`config.mk`:
```
export PLATFORM = sky130hd
export DESIGN_NAME = pc_redirect_ctrl_flat
export DESIGN_NICKNAME = d
export VERILOG_FILES = /design/src/rtl/pc_redirect_ctrl_if.sv /design/src/rtl/pc_redirect_ctrl.sv /design/src/flat_wrapper.sv
export SDC_FILE = /design/constraint.sdc
export NUM_CORES = 1
export LEC_CHECK = 0
export ABC_AREA = 1
export CAP_MARGIN = 40
export CORE_MARGIN = 2
export CORE_UTILIZATION = 34
export CTS_BUF_LIST = sky130_fd_sc_hd__clkbuf_16
export CTS_CLUSTER_SIZE = 16
export DETAILED_ROUTE_END_ITERATION = 10
export SLEW_MARGIN = 40
export SYNTH_ARGS = -nofsm -noshare
export SYNTH_HDL_FRONTEND = slang
export SYNTH_SLANG_ARGS = --single-unit
```
`constraint.sdc`:
```
create_clock -name i_clk -period 2.4 [get_ports i_clk]
set_input_delay 0.24 -clock i_clk [delete_from_list [all_inputs] [get_ports i_clk]]
set_output_delay 0.24 -clock i_clk [all_outputs]
set_load 0.02 [all_outputs]
```
`src/rtl/pc_redirect_ctrl_if.sv`:
```
// Signal bundle between the ID-stage branch unit / hazard sources and the fetch-side PC controller.
// The master side drives ID/EX/MEM status; the slave (pc_redirect_ctrl) returns PC and pipeline controls.
interface pc_redirect_ctrl_if;
  logic        i_hold;
  logic [6:0]  i_id_opcode;
  logic        i_id_brtaken;
  logic [31:0] i_pc_taken;
  logic [4:0]  i_ifid_rs1addr;
  logic [4:0]  i_ifid_rs2addr;
  logic [4:0]  i_idex_rdaddr;
  logic        i_idex_memrd;
  logic [4:0]  i_exmem_rdaddr;
  logic        i_exmem_memrd;
  logic [31:0] o_pc;
  logic        o_ifid_en;
  logic        o_ifid_flush;
  logic        o_idex_bubble;
  logic        o_misalign;

  modport master (
    output i_hold, i_id_opcode, i_id_brtaken, i_pc_taken, i_ifid_rs1addr, i_ifid_rs2addr,
           i_idex_rdaddr, i_idex_memrd, i_exmem_rdaddr, i_exmem_memrd,
    input  o_pc, o_ifid_en, o_ifid_flush, o_idex_bubble, o_misalign
  );

  modport slave (
    input  i_hold, i_id_opcode, i_id_brtaken, i_pc_taken, i_ifid_rs1addr, i_ifid_rs2addr,
           i_idex_rdaddr, i_idex_memrd, i_exmem_rdaddr, i_exmem_memrd,
    output o_pc, o_ifid_en, o_ifid_flush, o_idex_bubble, o_misalign
  );
endinterface

```
`src/rtl/pc_redirect_ctrl.sv`:
```
// Fetch PC owner: applies taken BRANCH/JAL/JALR redirects with a one-slot flush, and stalls IF/ID
// with ID/EX bubbles while a branch source is still being loaded from memory.
module pc_redirect_ctrl #(
  parameter logic [31:0] RESET_PC   = 32'h0,
  parameter int          LOAD_STALL = 2
) (
  input logic               i_clk,
  input logic               i_rst,
  pc_redirect_ctrl_if.slave bus
);

  localparam logic [6:0] OP_BR   = 7'b1100011;
  localparam logic [6:0] OP_JAL  = 7'b1101111;
  localparam logic [6:0] OP_JALR = 7'b1100111;
  localparam int         CNT_W   = (LOAD_STALL > 1) ? $clog2(LOAD_STALL) : 1;

  typedef enum logic {RUN, HOLD} state_t;

  state_t             state;
  logic [CNT_W-1:0]   cnt;
  logic [31:0]        pc;
  logic               misalign;

  logic        is_br, is_jal, is_jalr, rs1_used, rs2_used;
  logic        hit_ex, hit_mem, use_ex, use_mem, take, stall, redirect;
  logic [31:0] target;

  assign is_br    = (bus.i_id_opcode == OP_BR);
  assign is_jal   = (bus.i_id_opcode == OP_JAL);
  assign is_jalr  = (bus.i_id_opcode == OP_JALR);
  assign rs1_used = is_br | is_jalr;
  assign rs2_used = is_br;

  // x0 never carries a real dependency, so a zero source can never match.
  assign hit_ex  = (rs1_used && bus.i_ifid_rs1addr != 5'd0 && bus.i_ifid_rs1addr == bus.i_idex_rdaddr)
                || (rs2_used && bus.i_ifid_rs2addr != 5'd0 && bus.i_ifid_rs2addr == bus.i_idex_rdaddr);
  assign hit_mem = (rs1_used && bus.i_ifid_rs1addr != 5'd0 && bus.i_ifid_rs1addr == bus.i_exmem_rdaddr)
                || (rs2_used && bus.i_ifid_rs2addr != 5'd0 && bus.i_ifid_rs2addr == bus.i_exmem_rdaddr);
  assign use_ex  = hit_ex  & bus.i_idex_memrd;
  assign use_mem = hit_mem & bus.i_exmem_memrd;

  assign take   = is_jal | is_jalr | (is_br & bus.i_id_brtaken);
  assign target = is_jalr ? (bus.i_pc_taken & ~32'h1) : bus.i_pc_taken;

  // NOTE: continuous assigns give every control a value on every path, so no latch can form.
  assign stall    = !bus.i_hold && (state == HOLD || use_ex || use_mem);
  assign redirect = !bus.i_hold && state == RUN && !use_ex && !use_mem && take;

  assign bus.o_ifid_en     = !bus.i_hold && !stall;
  assign bus.o_ifid_flush  = redirect;
  assign bus.o_idex_bubble = stall;
  assign bus.o_pc          = pc;
  assign bus.o_misalign    = misalign;

  // NOTE: all state updates use non-blocking assignment so every register samples pre-edge values.
  always_ff @(posedge i_clk or posedge i_rst) begin
    if (i_rst) begin
      state    <= RUN;
      cnt      <= '0;
      pc       <= RESET_PC;
      misalign <= 1'b0;
    end else if (!bus.i_hold) begin
      case (state)
        RUN: begin
          if (use_ex) begin
            if (LOAD_STALL > 1) begin
              state <= HOLD;
              cnt   <= CNT_W'(LOAD_STALL - 2);
            end
          end else if (use_mem) begin
            // single stall; the load reaches WB next cycle and hazards are re-evaluated
          end else if (take) begin
            pc <= target;
            if (target[1]) misalign <= 1'b1;
          end else begin
            pc <= pc + 32'd4;
          end
        end
        HOLD: begin
          if (cnt == '0) state <= RUN;
          else           cnt   <= cnt - 1'b1;
        end
        default: state <= RUN;
      endcase
    end
  end

endmodule
```
`src/flat_wrapper.sv`:
```
// flat-port wrapper written by rule: the top's interface ports become plain ports
module pc_redirect_ctrl_flat 
#(
  parameter logic [31:0] RESET_PC   = 32'h0,
  parameter int          LOAD_STALL = 2
)
  (i_clk, i_rst, bus_i_hold, bus_i_id_opcode, bus_i_id_brtaken, bus_i_pc_taken, bus_i_ifid_rs1addr, bus_i_ifid_rs2addr, bus_i_idex_rdaddr, bus_i_idex_memrd, bus_i_exmem_rdaddr, bus_i_exmem_memrd, bus_o_pc, bus_o_ifid_en, bus_o_ifid_flush, bus_o_idex_bubble, bus_o_misalign);
  pc_redirect_ctrl_if bus_i ();
  input logic i_clk;
  input logic i_rst;
  input wire logic [$bits(bus_i.i_hold)-1:0] bus_i_hold;
  input wire logic [$bits(bus_i.i_id_opcode)-1:0] bus_i_id_opcode;
  input wire logic [$bits(bus_i.i_id_brtaken)-1:0] bus_i_id_brtaken;
  input wire logic [$bits(bus_i.i_pc_taken)-1:0] bus_i_pc_taken;
  input wire logic [$bits(bus_i.i_ifid_rs1addr)-1:0] bus_i_ifid_rs1addr;
  input wire logic [$bits(bus_i.i_ifid_rs2addr)-1:0] bus_i_ifid_rs2addr;
  input wire logic [$bits(bus_i.i_idex_rdaddr)-1:0] bus_i_idex_rdaddr;
  input wire logic [$bits(bus_i.i_idex_memrd)-1:0] bus_i_idex_memrd;
  input wire logic [$bits(bus_i.i_exmem_rdaddr)-1:0] bus_i_exmem_rdaddr;
  input wire logic [$bits(bus_i.i_exmem_memrd)-1:0] bus_i_exmem_memrd;
  output wire logic [$bits(bus_i.o_pc)-1:0] bus_o_pc;
  output wire logic [$bits(bus_i.o_ifid_en)-1:0] bus_o_ifid_en;
  output wire logic [$bits(bus_i.o_ifid_flush)-1:0] bus_o_ifid_flush;
  output wire logic [$bits(bus_i.o_idex_bubble)-1:0] bus_o_idex_bubble;
  output wire logic [$bits(bus_i.o_misalign)-1:0] bus_o_misalign;
  assign bus_i.i_hold = bus_i_hold;
  assign bus_i.i_id_opcode = bus_i_id_opcode;
  assign bus_i.i_id_brtaken = bus_i_id_brtaken;
  assign bus_i.i_pc_taken = bus_i_pc_taken;
  assign bus_i.i_ifid_rs1addr = bus_i_ifid_rs1addr;
  assign bus_i.i_ifid_rs2addr = bus_i_ifid_rs2addr;
  assign bus_i.i_idex_rdaddr = bus_i_idex_rdaddr;
  assign bus_i.i_idex_memrd = bus_i_idex_memrd;
  assign bus_i.i_exmem_rdaddr = bus_i_exmem_rdaddr;
  assign bus_i.i_exmem_memrd = bus_i_exmem_memrd;
  assign bus_o_pc = bus_i.o_pc;
  assign bus_o_ifid_en = bus_i.o_ifid_en;
  assign bus_o_ifid_flush = bus_i.o_ifid_flush;
  assign bus_o_idex_bubble = bus_i.o_idex_bubble;
  assign bus_o_misalign = bus_i.o_misalign;
  pc_redirect_ctrl #(.RESET_PC(RESET_PC), .LOAD_STALL(LOAD_STALL)) u_core (.i_clk(i_clk), .i_rst(i_rst), .bus(bus_i));
endmodule
```
# ---- After elaboration in Yosys (flattened, before gate mapping)
# Index checks and enable logic that the tools add are counted.
dict set report word_totals {
  register_bits 35
  latchBits 0
  ramBits 0
  rom_bits 0
  inputBits 65
  output_inout_bits 36
  elab_cells 57
  n_memories 0
}
dict set report classes {
  n_addsub 2
  mul 0
  div 0
  n_lt_le_gt_ge 0
  eq_ne 8
  shift 0
  muxes 8
  n_bitwise 10
  reduce_logical 25
}
# op count
set op_table {}
lappend op_table {{32-bit by 3-bit adder with 32-bit output (second input constant)} 1}
lappend op_table {{32-bit two-way mux} 1}
lappend op_table {{7-bit == test (second input constant)} 3}
lappend op_table {{5-bit == test} 4}
lappend op_table {{1-bit logical AND} 12}
lappend op_table {{5-bit nonzero test} 2}
lappend op_table {{6-bit AND reduction} 1}
lappend op_table {{1-bit two-way mux} 5}
lappend op_table {{1-bit logical NOT} 4}
lappend op_table {{1-bit logical OR} 4}
lappend op_table {{1-bit NOT} 4}
lappend op_table {{1-bit one-hot mux with 2 select lines} 2}
lappend op_table {{4-bit AND reduction} 1}
lappend op_table {{1-bit bitwise AND} 3}
lappend op_table {{1-bit OR} 3}
lappend op_table {{2-bit by 1-bit inequality test with 1-bit output (second input constant)} 1}
lappend op_table {{2-bit AND reduction} 1}
lappend op_table {{1-bit subtractor (second input constant)} 1}

# ---- Longest topological paths before layout
dict set report depth {
  depth_word 11
  ltp_mapped 13
  ltp_nobuf 13
}

# ---- Least setup slack after synthesis
# Ideal clock, no wire load.
dict set report synth_path {
  path_kind {reg-to-reg}
  start {register u_core.pc[2] (netlist: u_core.bus.o_pc[2])}
  end {register u_core.pc[12] (netlist: u_core.bus.o_pc[12])}
  setup_time_ns 0.083
  arrival_ns 1.620
  required_ns 2.317
  slack_ns 0.698
  stages_incl_launch_ff 9
  path_buffers 0
  period_less_slack_ns 1.702
  cell_sequence {dfrtp_1 -> ha_1 -> nand3_1 -> inv_1 -> nand2_1 -> nor2_1 -> xor2_1 -> mux2i_1 -> o21ai_0}
}
dict set report synth_via {
  elab_chain_len 2
}
# item line_no
set synth_lines {}
lappend synth_lines {{start: declaration} pc_redirect_ctrl.sv:21} ;# logic [31:0] pc;
lappend synth_lines {{start signal: assignment} pc_redirect_ctrl.sv:73} ;# pc <= target;
lappend synth_lines {{start signal: assignment} pc_redirect_ctrl.sv:76} ;# pc <= pc + 32'd4;
lappend synth_lines {{32-bit by 3-bit adder with 32-bit output} pc_redirect_ctrl.sv:76}
lappend synth_lines {{32-bit two-way mux} pc_redirect_ctrl.sv:72} ;# end else if (take) begin
# Every way passes these cells.
# A chain may end at the register's enable or synchronous reset.

# ---- Worst setup path after layout
dict set report layout_path {
  start {input bus_i_id_opcode[1]}
  end {output bus_o_ifid_en}
}
dict set report layout_via {
  elab_chain_len 11
  elab_cells_between_ends 18
  cone_classes {2 x eq/ne; 3 x bitwise; 13 x reduce/logical}
}
# item line_no
set layout_lines {}
lappend layout_lines {{start: declaration} flat_wrapper.sv:12} ;# input wire logic [$bits(bus_i.i_id_opcode)-1:0] bus_i_id_opcode;
lappend layout_lines {{7-bit == test (on tied branches)} {pc_redirect_ctrl.sv:28, pc_redirect_ctrl.sv:30}}
lappend layout_lines {{1-bit OR} pc_redirect_ctrl.sv:31} ;# assign rs1_used = is_br | is_jalr;
lappend layout_lines {{1-bit logical AND} {pc_redirect_ctrl.sv:35, pc_redirect_ctrl.sv:37}}
lappend layout_lines {{1-bit logical AND} pc_redirect_ctrl.sv:35} ;# assign hit_ex = (rs1_used && bus.i_ifid_rs1addr != 5'd0 && bus.i_ifid_rs1addr == bus.i_idex_rdaddr)
lappend layout_lines {{1-bit logical OR} pc_redirect_ctrl.sv:36} ;# || (rs2_used && bus.i_ifid_rs2addr != 5'd0 && bus.i_ifid_rs2addr == bus.i_idex_rdaddr);
lappend layout_lines {{1-bit bitwise AND} pc_redirect_ctrl.sv:39} ;# assign use_ex = hit_ex & bus.i_idex_memrd;
lappend layout_lines {{1-bit logical OR} pc_redirect_ctrl.sv:46} ;# assign stall = !bus.i_hold && (state == HOLD || use_ex || use_mem);
lappend layout_lines {{1-bit logical OR *} pc_redirect_ctrl.sv:46}
lappend layout_lines {{1-bit logical AND *} pc_redirect_ctrl.sv:46}
lappend layout_lines {{1-bit logical NOT *} pc_redirect_ctrl.sv:49} ;# assign bus.o_ifid_en = !bus.i_hold && !stall;
lappend layout_lines {{1-bit logical AND *} pc_redirect_ctrl.sv:49}
lappend layout_lines {{end: declaration} flat_wrapper.sv:22} ;# output wire logic [$bits(bus_i.o_ifid_en)-1:0] bus_o_ifid_en;
# Every way passes the cells marked *; elsewhere a longest branch is shown, timed or not.

==> results.yml <==
critical_path:
  reg2reg_depth: 10
  capturing_element_type_of_the_critical_path: "output port"
  cell_family_contributing_the_most_delay_on_the_critical_path: "buffers and inverters"
  buffering_stage_count_on_the_worst_path_with_inverters_included: 4
  r2r-start: "u_core.bus.o_pc[3]"
  critical_path.max_fanout: 5
  crit_chain: "clkdlybuf4s50_1 > nand2_1 > nor2_1 > nand2_1 > a21oi_1 > nand2_1 > nand2_1 > nand2_2 > buf_4 > nand3_4 > inv_2 > dlygate4sd2_1"
  r2r_end: "u_core.bus.o_pc[20]"
  worst_path_max_delay_cell: "clkdlybuf4s50_1"
  criticalPathCategory: "input pin to output port"
  critical_path.most_common_cell: "nand2_1"
  crit_arrival_ps: 2020
  worst_setup_path_start_kind: "input pin"
  required_ps: 2160
  critical_path_depth: 12
  critPathMaxStageDelay_ps: 470
  timing.reg2reg.setup_slack_ps: 470
floorplanning:
  die_area_um2: 9070
  die_height_um: 95.2
  start_util: 0.348
  floorplan.die.width_um: 95.2
  core-area_um2: 8130
  pin_count: 101
  rows: 33
logic_synthesis:
  cell_type_with_the_largest_total_area_after_synthesis: "dfrtp_1"
  mappedNetlistNets: 498
  synth_compound_gate_area_share: 0.0725
  main_combinational_cell_family_by_area_after_synthesis: "simple AND/OR/NAND/NOR gates"
  synth-edff-count: 0
  post_synth_num_cell_types: 31
  synthTopCellsByArea: "dfrtp_1 (30%), nand2_1 (22%), nor2_1 (7.4%)"
  synthArstFlopShare: 1.00
  avgSynthCellArea_um2: 6.55
  synth_sequential_area_ratio: 0.301
  synthAdderAreaFrac: 0.00442
  synthXorXnorAreaFrac: 0.0897
  synthMostInstantiatedCell: "nand2_1"
  ys_dominant_reg_cell: "dfrtp_1"
  syn-cell-area_um2: 2830
  leading_cell_types_by_count_after_synthesis: "nand2_1 (168), nor2_1 (56), dfrtp_1 (34), inv_1 (31)"
  post_synth_simple_gate_area: 0.396
  synth_top_area_share: 0.301
  gate_count_of_the_mapped_netlist: 432
  synthMuxAreaShare: 0.0672
  synth_seq_cells: 34
  synthesis.yosys.warnings: 0
global_route:
  globalRoute.totalOverflow: 0
  grt_pass1_vias: 3002
  track_usage: 0.201
  grt_antenna_before_repair: 0
  grt_pass1_wl_mm: 14.2
  grt_max_degree: 54
worst_hold_path:
  hold_path.class: "input pin to async pin"
drt:
  num_vias: 3087
  routed_wl_mm: 8.61
  drt_drc_violations_left: 0
  post_drt_wl_per_cell_um: 13.3
  drt_iter0_markers: 123
  ant_nets: 0
  detailedRoute.firstPassIterationCount: 5
  routed_via_density: 4.79
clock_tree:
  worst_setup_hold_path_clk_slew_ps: 50
  numClockSinks: 34
  insertion_delay_ps: 280
  clockRootBuffer: "clkbuf_16"
  tritoncts: "yes"
  cts.htree.levels: 2
  cts_inserted_buffers: 5
  ctsHoldBuffers: 0
  cts.path.max_buffers: 2
finish:
  layout-drive-gt1-share: 0.0519
  fin_nets: 605
  stdcell_count: 645
  antenna-diode-count: 0
  design_area_um2: 4100
  fillCellCount: 821
  layout_area_overhead_pct: 44.9
placement:
  pre_cts_ws_ps: -127
  hpwl_mm: 6.72
  dp.cells: 636
  placement.cell_area_um2: 3950
  routabilityCongestion: 0.841
  port_bufs: 100
power:
  leakage_uw: 0.00174
  power.total_uw: 2450
  power.ir.vdd_worst_v: 0.000271
  power_density_nw_per_um2: 598
sta:
  period_utilisation_layout: 0.940
  final_hold_viol_count: 0
  timing.setup.tns_ps: 0
  rsz0062_at_grt: "false"
  worst_clock_skew_ps: 3.20
  max_slew_margin: 0.540
  slew_viol_final: 0
  fmaxAchievable_mhz: 443
  max_slew.worst_pin.slew_ps: 684
  timing.final.crit_period_ps: 2260
  finalSetupViolations: 0
  final.setup.worst_slack_ps: 144
run:
  drv_cap: 0
status:
  status: "finished, final reports clean"
layer usage:
layer / vias up / track usage / wire length (um)
li1: 1588 / - / -
met4: 0 / 0.0531 / 108
met2: 79 / 0.348 / 4090
met1: 1410 / 0.258 / 3940
met3: 10 / 0.0332 / 467
met5: - / 0 / 0
cell usage in the layout, fill, tap and decap left out, types with 2 or more instances in the layout:
master and instances:
dlygate4sd2_1 3, a21boi_0 2, and3_1 2, clkbuf_16 5, nand2_1 168, nand3b_1 6
a21oi_1 8, nor3_1 2, nand2_2 2, xor2_1 15, or2_2 2, mux2i_1 19
clkdlybuf4s50_1 97, nor2_1 55, o21ai_0 19, dfrtp_1 34, xnor2_1 14, nand3_1 15
nor2_2 3, o21ai_1 8, buf_4 10, inv_1 31, nand4_1 9
metrics by stage:
step,util,hold slack [ps]
finish,0.504,392
CTS,0.503,400
global route,0.504,441
global placement,0.486,460
floorplan,-,361
detailed placement,0.486,463
report_power, final:
group          leakage (uW)  switching, uW  internal [uW]
logic               0.00122            451            480
clock network     0.0000672            256            379
registers          0.000450            194            692
total               0.00174            902           1550
flip-flops by register name (all words and copies together) (netlist names):
register / count
u_core.bus.o_misalign: 1
u_core.bus.o_pc: 32
u_core.state: 1
worst reg2reg max path, cell delays in order (launching register included):
cell and delay (ps):
dfrtp_1 420, ha_1 260, nand3_1 130, inv_1 160
nand2_1 150, nor2_1 290, nand4_1 150, nand3_1 120
nand2_1 50, nand2_1 60, nand2_1 40
final cells by class:
cell class / instances / area [um^2] / share of cell area
Timing Repair Buffer: 110 / 1070 / 0.261
Clock inverter: 3 / 16.3 / 0.00397
Inverter: 32 / 120 / 0.0293
Clock buffer: 5 / 125 / 0.0305
Tap cell: 105 / 131 / 0.0320
Sequential cell: 34 / 851 / 0.207
Multi-Input combinational cell: 356 / 1790 / 0.435
cells by family after synthesis:
| family | count (synthesis) |
|---|---|
| buffers and inverters | 42 |
| AO/OA/AOI/OAI | 39 |
| adder cells (fa/ha/maj) | 1 |
| multiplexers | 19 |
| XOR/XNOR | 29 |
| flip-flops | 34 |
| AND/OR/NAND/NOR | 268 |
worst max path at each step:
stage	start	endpoint	slack [ps]
after floorplan	u_core.bus.o_pc[2]	u_core.bus.o_pc[12]	700
after global placement	bus_i_id_opcode[1]	bus_o_idex_bubble	-80
after detailed placement	bus_i_id_opcode[1]	bus_o_idex_bubble	-130
after CTS	bus_i_id_opcode[1]	bus_o_ifid_flush	120
after global routing	bus_i_id_opcode[2]	bus_o_ifid_en	6
final	bus_i_id_opcode[1]	bus_o_ifid_en	140
what timing repair did:
action,in CTS,in global routing
setup endpoints to repair,3,3
endpoints found under the hold margin,0,0
resized for setup,3,1
buffers inserted,0,1
pin swaps,0,1
Power figures use the tool's default switching activity.
